===== src/rtl/uart_pkg.sv =====
// Shared constants for the UART receive path.
package uart_pkg;

  // Width of one received character.
  localparam int UART_DATA_BITS = 8;

  // Default number of receive FIFO entries (power of 2, at least 2).
  localparam int UART_DEPTH = 16;

  // Width of the saturating dropped-character counter.
  localparam int DROP_CNT_W = 8;

endpackage : uart_pkg


===== src/rtl/uart_fifo_ram.sv =====
// Storage array for the receive FIFO.
// Writes are synchronous. Reads are asynchronous, so the entry at the read pointer
// appears on rdata without waiting for a clock edge (first-word fall-through).
// The array has no reset: nothing reads an entry until it has been written.
module uart_fifo_ram
  import uart_pkg::*;
#(
  parameter int DATA_BITS = UART_DATA_BITS,
  parameter int DEPTH     = UART_DEPTH,
  parameter int AW        = $clog2(DEPTH)
) (
  input  logic                 clk,
  input  logic                 we,
  input  logic [AW-1:0]        waddr,
  input  logic [DATA_BITS-1:0] wdata,
  input  logic [AW-1:0]        raddr,
  output logic [DATA_BITS-1:0] rdata
);

  logic [DATA_BITS-1:0] mem_q [DEPTH];

  // Store the incoming character at the write pointer.
  always_ff @(posedge clk) begin
    if (we) begin
      mem_q[waddr] <= wdata;
    end
  end

  assign rdata = mem_q[raddr];

endmodule : uart_fifo_ram


===== src/rtl/uart_rx_fifo.sv =====
// Receive FIFO that sits behind the UART receiver.
// It buffers characters strobed in on rx_done and presents the oldest character on
// rd_data (first-word fall-through). When a character arrives while the FIFO is full
// and nothing is popped in the same cycle, the character is dropped. A dropped
// character sets the sticky overflow flag and increments a saturating drop counter.
module uart_rx_fifo
  import uart_pkg::*;
#(
  parameter int DATA_BITS = UART_DATA_BITS,
  parameter int DEPTH     = UART_DEPTH
) (
  input  logic                       clk,
  input  logic                       rst,
  input  logic [DATA_BITS-1:0]       rx_data,
  input  logic                       rx_done,
  input  logic                       rd_ready,
  input  logic                       clr_overflow,
  output logic [DATA_BITS-1:0]       rd_data,
  output logic                       rd_valid,
  output logic [$clog2(DEPTH+1)-1:0] count,
  output logic                       full,
  output logic                       overflow,
  output logic [DROP_CNT_W-1:0]      drop_cnt
);

  localparam int AW = $clog2(DEPTH);
  localparam int CW = $clog2(DEPTH + 1);
  localparam logic [CW-1:0] FULL_CNT = CW'(DEPTH);
  localparam logic [DROP_CNT_W-1:0] DROP_MAX = '1;

  logic [AW-1:0]         wr_ptr_q, wr_ptr_d;
  logic [AW-1:0]         rd_ptr_q, rd_ptr_d;
  logic [CW-1:0]         count_q, count_d;
  logic                  overflow_q, overflow_d;
  logic [DROP_CNT_W-1:0] drop_cnt_q, drop_cnt_d;
  logic                  push, pop, drop;

  assign rd_valid = (count_q != '0);
  assign full     = (count_q == FULL_CNT);
  assign pop      = rd_valid & rd_ready;
  // When the FIFO is full, a pop in the same cycle frees the slot this push needs.
  assign push     = rx_done & (~full | pop);
  assign drop     = rx_done & full & ~pop;

  assign count    = count_q;
  assign overflow = overflow_q;
  assign drop_cnt = drop_cnt_q;

  // Pointer and occupancy update. Pointers wrap naturally because DEPTH is a power of 2.
  always_comb begin
    wr_ptr_d = wr_ptr_q;
    rd_ptr_d = rd_ptr_q;
    count_d  = count_q;
    if (push) wr_ptr_d = wr_ptr_q + AW'(1);
    if (pop)  rd_ptr_d = rd_ptr_q + AW'(1);
    case ({push, pop})
      2'b10:   count_d = count_q + CW'(1);
      2'b01:   count_d = count_q - CW'(1);
      default: count_d = count_q;
    endcase
  end

  // Overflow bookkeeping. A drop in the same cycle as a clear wins: the flag stays set
  // and the counter restarts at 1.
  always_comb begin
    overflow_d = overflow_q;
    drop_cnt_d = drop_cnt_q;
    if (drop) begin
      overflow_d = 1'b1;
      if (clr_overflow) begin
        drop_cnt_d = DROP_CNT_W'(1);
      end else if (drop_cnt_q != DROP_MAX) begin
        drop_cnt_d = drop_cnt_q + DROP_CNT_W'(1);
      end
    end else if (clr_overflow) begin
      overflow_d = 1'b0;
      drop_cnt_d = '0;
    end
  end

  // State registers with asynchronous active-low reset.
  always_ff @(posedge clk or negedge rst) begin
    if (!rst) begin
      wr_ptr_q   <= '0;
      rd_ptr_q   <= '0;
      count_q    <= '0;
      overflow_q <= 1'b0;
      drop_cnt_q <= '0;
    end else begin
      wr_ptr_q   <= wr_ptr_d;
      rd_ptr_q   <= rd_ptr_d;
      count_q    <= count_d;
      overflow_q <= overflow_d;
      drop_cnt_q <= drop_cnt_d;
    end
  end

  uart_fifo_ram #(
    .DATA_BITS(DATA_BITS),
    .DEPTH    (DEPTH),
    .AW       (AW)
  ) u_ram (
    .clk  (clk),
    .we   (push),
    .waddr(wr_ptr_q),
    .wdata(rx_data),
    .raddr(rd_ptr_q),
    .rdata(rd_data)
  );

endmodule : uart_rx_fifo


===== config.mk =====
export PLATFORM = sky130hd
export DESIGN_NAME = uart_rx_fifo
export DESIGN_NICKNAME = d
export VERILOG_FILES = /design/src/rtl/uart_pkg.sv /design/src/rtl/uart_fifo_ram.sv /design/src/rtl/uart_rx_fifo.sv
export SDC_FILE = /design/constraint.sdc
export NUM_CORES = 1
export LEC_CHECK = 0
export CAP_MARGIN = 20
export CORE_ASPECT_RATIO = 1.25
export CORE_MARGIN = 3
export CORE_UTILIZATION = 48
export CTS_BUF_LIST = sky130_fd_sc_hd__clkbuf_8
export CTS_CLUSTER_DIAMETER = 100
export DETAILED_ROUTE_END_ITERATION = 8
export PLACE_DENSITY = 0.75
export SLEW_MARGIN = 15
export SYNTH_ARGS = -nofsm -noshare
export SYNTH_HDL_FRONTEND = slang
export SYNTH_SLANG_ARGS = --single-unit

===== constraint.sdc =====
create_clock -name clk -period 2.4 [get_ports clk]
set_input_delay 0.48 -clock clk [delete_from_list [all_inputs] [get_ports clk]]
set_output_delay 0.48 -clock clk [all_outputs]
set_load 0.01 [all_outputs]

# == Yosys cells after proc, flatten, opt, wreduce, memory -nomap -nowiden ==
# Memory sizes are Yosys's and may differ from the RTL's.
# Index checks and enable logic that the tools add are counted.
# totals
ff_bits,22
memories,1
ramBits,128
word_cells,36
input_bits,13
out_inout_bits,24
# op_classes
bitwise_logic,7
n_reduce_logical,5
add_sub_neg,5
n_mux,9
eq_ne,4
# mem_list
memory,depth,word_bits,read_ports,rd_clocked_by_memory_dff,write_ports,line,text
u_ram.mem_q,16,8,1,0,1,uart_fifo_ram.sv:20,logic [DATA_BITS-1:0] mem_q [DEPTH];
# op_table
op,n
$mux W8,4
$pmux W5 S2,1
$add A4 B1 Y4 const B,2
$add A8 B1 Y8 const B,1
$ne A8 B8 Y1 const B,1
$reduce_bool A2 Y1,3
$add A5 B1 Y5 const B,1
$eq A5 B5 Y1 const B,1
$reduce_bool A5 Y1,1
$sub A5 B1 Y5 const B,1
$and A1 B1 Y1,4
$mux W1,4
$eq A2 B1 Y1 const B,1
$eq A2 B2 Y1 const B,1
$not A1 Y1,2
$reduce_and A2 Y1,1
$or A1 B1 Y1,1

# == Logic depth before layout (Yosys ltp) ==
# Gate-level depths: netlist (run 1).
# depth
ltp_word,6
mapped_depth,9
depth_no_buf,9

# == Modules after synthesis ==
# A second synthesis (run 1) with hierarchy kept.
# hier_totals
cells_unflattened,341
area_unflattened_um2,6219.7
# modules_own_cells
mod,cells_each,seq_area_each_um2,n_inst,area_each_um2
uart_fifo_ram,221,3843.7,1,4987.3
uart_rx_fifo,120,550.5,1,1232.4

# == Worst setup path after synthesis (run 1) ==
# No wires, ideal clock.
# synth_path
path_kind,register -> register
from,register count_q[1] (netlist: count[1])
to,register count_q[4] (netlist: count[4])
arrival_ns,2.166
t_required_ns,2.276
synth_period_minus_slack_ns,2.290
n_path_buf,0
path_stages_with_launch,10
setup_time_ns,0.124
slack_ns,0.110
path_cell_list,dfrtp_1 nor4_4 nand2_1 nand2_1 inv_1 ha_1 nand2b_1 a21oi_1 mux2i_1 a211o_1
# synth_between
elab_chain_cells,6
word_cells_on_any_way,12
classes_between,2 x add/sub; 3 x eq/ne; 1 x mux; 4 x bitwise; 2 x reduce/logical
# synth_lines
item,line,text
start: declaration,uart_rx_fifo.sv:33,"logic [CW-1:0] count_q, count_d;"
start signal: assignment,uart_rx_fifo.sv:92,count_q <= count_d;
$reduce_bool A5 Y1 (*),uart_rx_fifo.sv:38,assign rd_valid = (count_q != '0);
named net rd_valid,uart_rx_fifo.sv:19,"output logic rd_valid,"
$and A1 B1 Y1 (*),uart_rx_fifo.sv:40,assign pop = rd_valid & rd_ready;
$or A1 B1 Y1,uart_rx_fifo.sv:42,assign push = rx_done & (~full | pop);
$and A1 B1 Y1,uart_rx_fifo.sv:42,
$eq A2 B1 Y1 / $eq A2 B2 Y1 (equally long branches),uart_rx_fifo.sv:56,"case ({push, pop})"
$pmux W5 S2 / $reduce_bool A2 Y1 (equally long branches),--,
# The timed path passes the listed nets; every way through them passes the cells marked *.
# A chain may end at the register's enable or synchronous reset.

# == Worst setup path after layout (run 1) ==
# layout_path
from,register rd_ptr_q[0]
to,output port rd_data[0]
# layout_between
elab_chain_cells,1
# layout_lines
item,line,text
start: declaration,uart_rx_fifo.sv:32,"logic [AW-1:0] rd_ptr_q, rd_ptr_d;"
start signal: assignment,uart_rx_fifo.sv:91,rd_ptr_q <= rd_ptr_d;
$mem_v2 Z16 W8,--,
end: declaration,uart_rx_fifo.sv:18,"output logic [DATA_BITS-1:0] rd_data,"
# No other way between the ends.

==> impl_metrics.ini, run 1 <==
[global_routing]
grt-busiest-layer = met2
met1_usage_pct = 23.0
grt_max_degree = 25
use_met3_pct = 4.93
met2_usage_pct = 30.2
grt_pass1_vias = 3622
grt.overflow.total = 0
grt_pass1_wl_microns = 19300
grt_usage_pct = 18.1
antenna_found_initial = 0

[placed_design]
portBuffers = 36
dp_hpwl_microns = 8000
pre_cts_ws_ns = -0.255
place.gp.congestion = 0.802
placed_area_sq_um = 7000

[timing]
rsz0062_at_grt = true
tightest_slew_ns = 0.591
slew_violations = 0
hold_viol_final = 0
setup_viol = 8
clock.fmax_mhz = 391
fin_crit_ns = 2.56
slew_headroom_pct = 60.5
fin_skew_ns = 0.00820
period_share_pct = 107
hold_slack_ns = 0.394
timing.final.ws_setup_ns = -0.157

[route]
detail_route.wl_per_cell_microns = 19.6
drtIter0Drc = 182
route.vias.total = 3327
routed_wl_microns = 11900
drt_first_pass_iters = 4
drt-vias-per-instance = 5.49
drc = 0
ant_nets = 0

[clock_tree]
clkTransAtPathRegs_ns = 0.08
clk_path_buf_depth = 2
cts_tree = done
cts_hold_buf = 0
clk_latency_ns = 0.43
cts_max_level = 4
cts.sinks = 150
ctsRootBufferMaster = clkbuf_8
cts_buffers = 17

[setup_path]
cp-startpoint = rd_ptr_q[0]
path_class = reg -> out
cp-start-kind = register
cp_max_fo = 4
cpPeakStageDelay_ns = 0.43
crit_family = buffers and inverters
crit_buf_inv = 4
worstSetupEndpointType = output port
crit_chain = buf_4 > buf_6 > buf_16 > mux4_2 > a22oi_2 > nand2_1 > buf_2
reg2reg_from = count[1]
slowest_stage = dfrtp_2
required_ns = 1.92
cp.arrival_ns = 2.08

[logic_synthesis]
syn-num-nets = 372
synth_area_sq_um = 6180
synth_cell_types = 41
ys_seq_elements = 150
synth.yosys.warnings = 0
synth_top_area_share_pct = 62.2
yosysTopAreaCell = edfxtp_1
avgSynthCellArea_sq_um = 17.7
syn_inst = 349
synth.area.top_cells = edfxtp_1 62%, mux4_2 12%, dfrtp_1 8.9%
ys_seq_area_share_pct = 71.1

[final_layout]
fin_area_sq_um = 7550
nets = 452
antenna-diode-count = 0
final_common_cell = edfxtp_1
final_cell_mix = 128 x edfxtp_1, 34 x buf_4, 32 x mux4_2, 27 x clkdlybuf4s50_1, 23 x nand2_1
final_util_pct = 61.0
drive_above_1_share_pct = 31.4
syn2layout_area_growth_pct = 22.2

[floorplan]
die_w_microns = 107
row_count = 45
die_area_sq_um = 14300
die_h_microns = 133
core_sq_um = 12400
initial_utilization_pct = 49.9
io_pins = 37

[pwr]
leakage_nw = 2.66
irDropWorstVdd_mv = 0.651
powerDensity_nw_per_um2 = 1110
power.total_mw = 8.39

[outcome]
run_status = finished, violations left
failed_checks = setup timing

[run]
max-cap-violations = 0

[hold_path]
min_path_type = in -> async
-- cells in the mapped netlist --
| cell | count |
|---|---|
| edfxtp_1 | 128 |
| mux4_2 | 32 |
| nand2_1 | 23 |
| dfrtp_1 | 22 |
| nor2_1 | 17 |
| a22oi_1 | 16 |
| a21oi_1 | 9 |
| ha_1 | 9 |
| inv_1 | 9 |
| xnor2_1 | 9 |
| buf_2 | 6 |
| clkbuf_1 | 6 |
| buf_1 | 5 |
| nor3_1 | 5 |
| or4_1 | 5 |
| nand3_1 | 4 |
| nor2b_1 | 4 |
| o31ai_1 | 4 |
| mux2i_1 | 3 |
| nand2b_1 | 3 |
| nand4_1 | 3 |
| o21ai_0 | 3 |
| a211o_1 | 2 |
| a21boi_0 | 2 |
| a21o_1 | 2 |
| mux2_2 | 2 |
| o41ai_1 | 2 |
| a22o_2 | 1 |
| and2_1 | 1 |
| and3_1 | 1 |
| and4_1 | 1 |
| fa_1 | 1 |
| nand2_4 | 1 |
| nand3_2 | 1 |
| nand3b_1 | 1 |
| nor4_4 | 1 |
| nor4b_1 | 1 |
| o211a_1 | 1 |
| o31a_1 | 1 |
| or3_1 | 1 |
| or4_4 | 1 |
-- cells by family (layout without fill, tap and decap cells) --
logic type                 count (synthesis)  count (layout)  share of synthesized area (%)
DFF                                      150             150                           71.1
and+or+nand+nor                           74              74                           6.36
AOI/OAI and AO/OA                         43              43                           4.92
muxes                                     37              37                           12.5
buffers and inverters                     26             119                           1.70
adders and majority gates                 10              10                           2.15
xor gates and xnor gates                   9               9                           1.28
-- state kept, by name, indices dropped and copies added (netlist names) --
name	flops
wr_ptr_q	4
count	5
rd_ptr_q	4
u_ram.mem_q	128
drop_cnt	8
overflow	1
-- what timing repair did --
action                     in CTS  in global routing
pin swaps                      10                  7
setup endpoints to repair       9                 10
cloned                          2                  0
setup buffers                   5                  0
gates resized for setup        53                  3
-- through the flow --
stage,setup TNS (ns),instances
6_report,-0.906,606
5_1_grt,-1.69,606
4_1_cts,-1.27,607
3_5_place_dp,-0.558,568
3_3_place_gp,-0.244,568
2_1_floorplan,0,349
-- routing by layer --
metal | part of all wire (%) | routed length, microns
met4 | 1.5 | 179
met1 | 41 | 4930
met3 | 3.8 | 450
met5 | 0 | 0
met2 | 53 | 6330
-- area by class of cell --
type	count	area, sq um
flip-flops and latches	150	4400
multi-input cells	173	1760
inverters	9	33.8
well taps	164	205
repair buffers	78	734
clock buffers	17	234
clock inverters	15	189
fillers	906	4830
-- report_power, final --
| group | total (mW) | internal [mW] | switching [mW] |
|---|---|---|---|
| sequential | 3.42 | 3.17 | 0.248 |
| clock | 2.01 | 1.12 | 0.885 |
| combinational | 2.97 | 1.54 | 1.43 |
| total | 8.39 | 5.84 | 2.56 |
-- worst paths after layout --
kind,depth (start not counted),slack (ns),to
setup / recovery,7,-0.16,rd_data[0]
setup reg to reg,9,0.19,count[4]
hold / removal,2,0.39,count[4]
min in group clk,1,0.51,overflow
hold reg to reg,1,0.51,overflow
max in group asynchronous,2,1.76,rd_ptr_q[0]
Power figures use the tool's default switching activity.
==> run 2, diff against run 1 <==
--- a/config.mk
+++ b/config.mk
@@ -10,7 +10,6 @@
 export CORE_MARGIN = 3
 export CORE_UTILIZATION = 48
 export CTS_BUF_LIST = sky130_fd_sc_hd__clkbuf_8
-export CTS_CLUSTER_DIAMETER = 100
 export DETAILED_ROUTE_END_ITERATION = 8
 export PLACE_DENSITY = 0.75
 export SLEW_MARGIN = 15
==> results of run 2 <==
The final DEF is identical to that of run 1; final timing and power are the same.
==> run 3, diff against run 2 <==
--- a/config.mk
+++ b/config.mk
@@ -12,7 +12,7 @@
 export CTS_BUF_LIST = sky130_fd_sc_hd__clkbuf_8
 export DETAILED_ROUTE_END_ITERATION = 8
 export PLACE_DENSITY = 0.75
-export SLEW_MARGIN = 15
+export SLEW_MARGIN = 20
 export SYNTH_ARGS = -nofsm -noshare
 export SYNTH_HDL_FRONTEND = slang
 export SYNTH_SLANG_ARGS = --single-unit
==> results of run 3 <==
The final DEF is identical to that of run 1; final timing and power are the same.
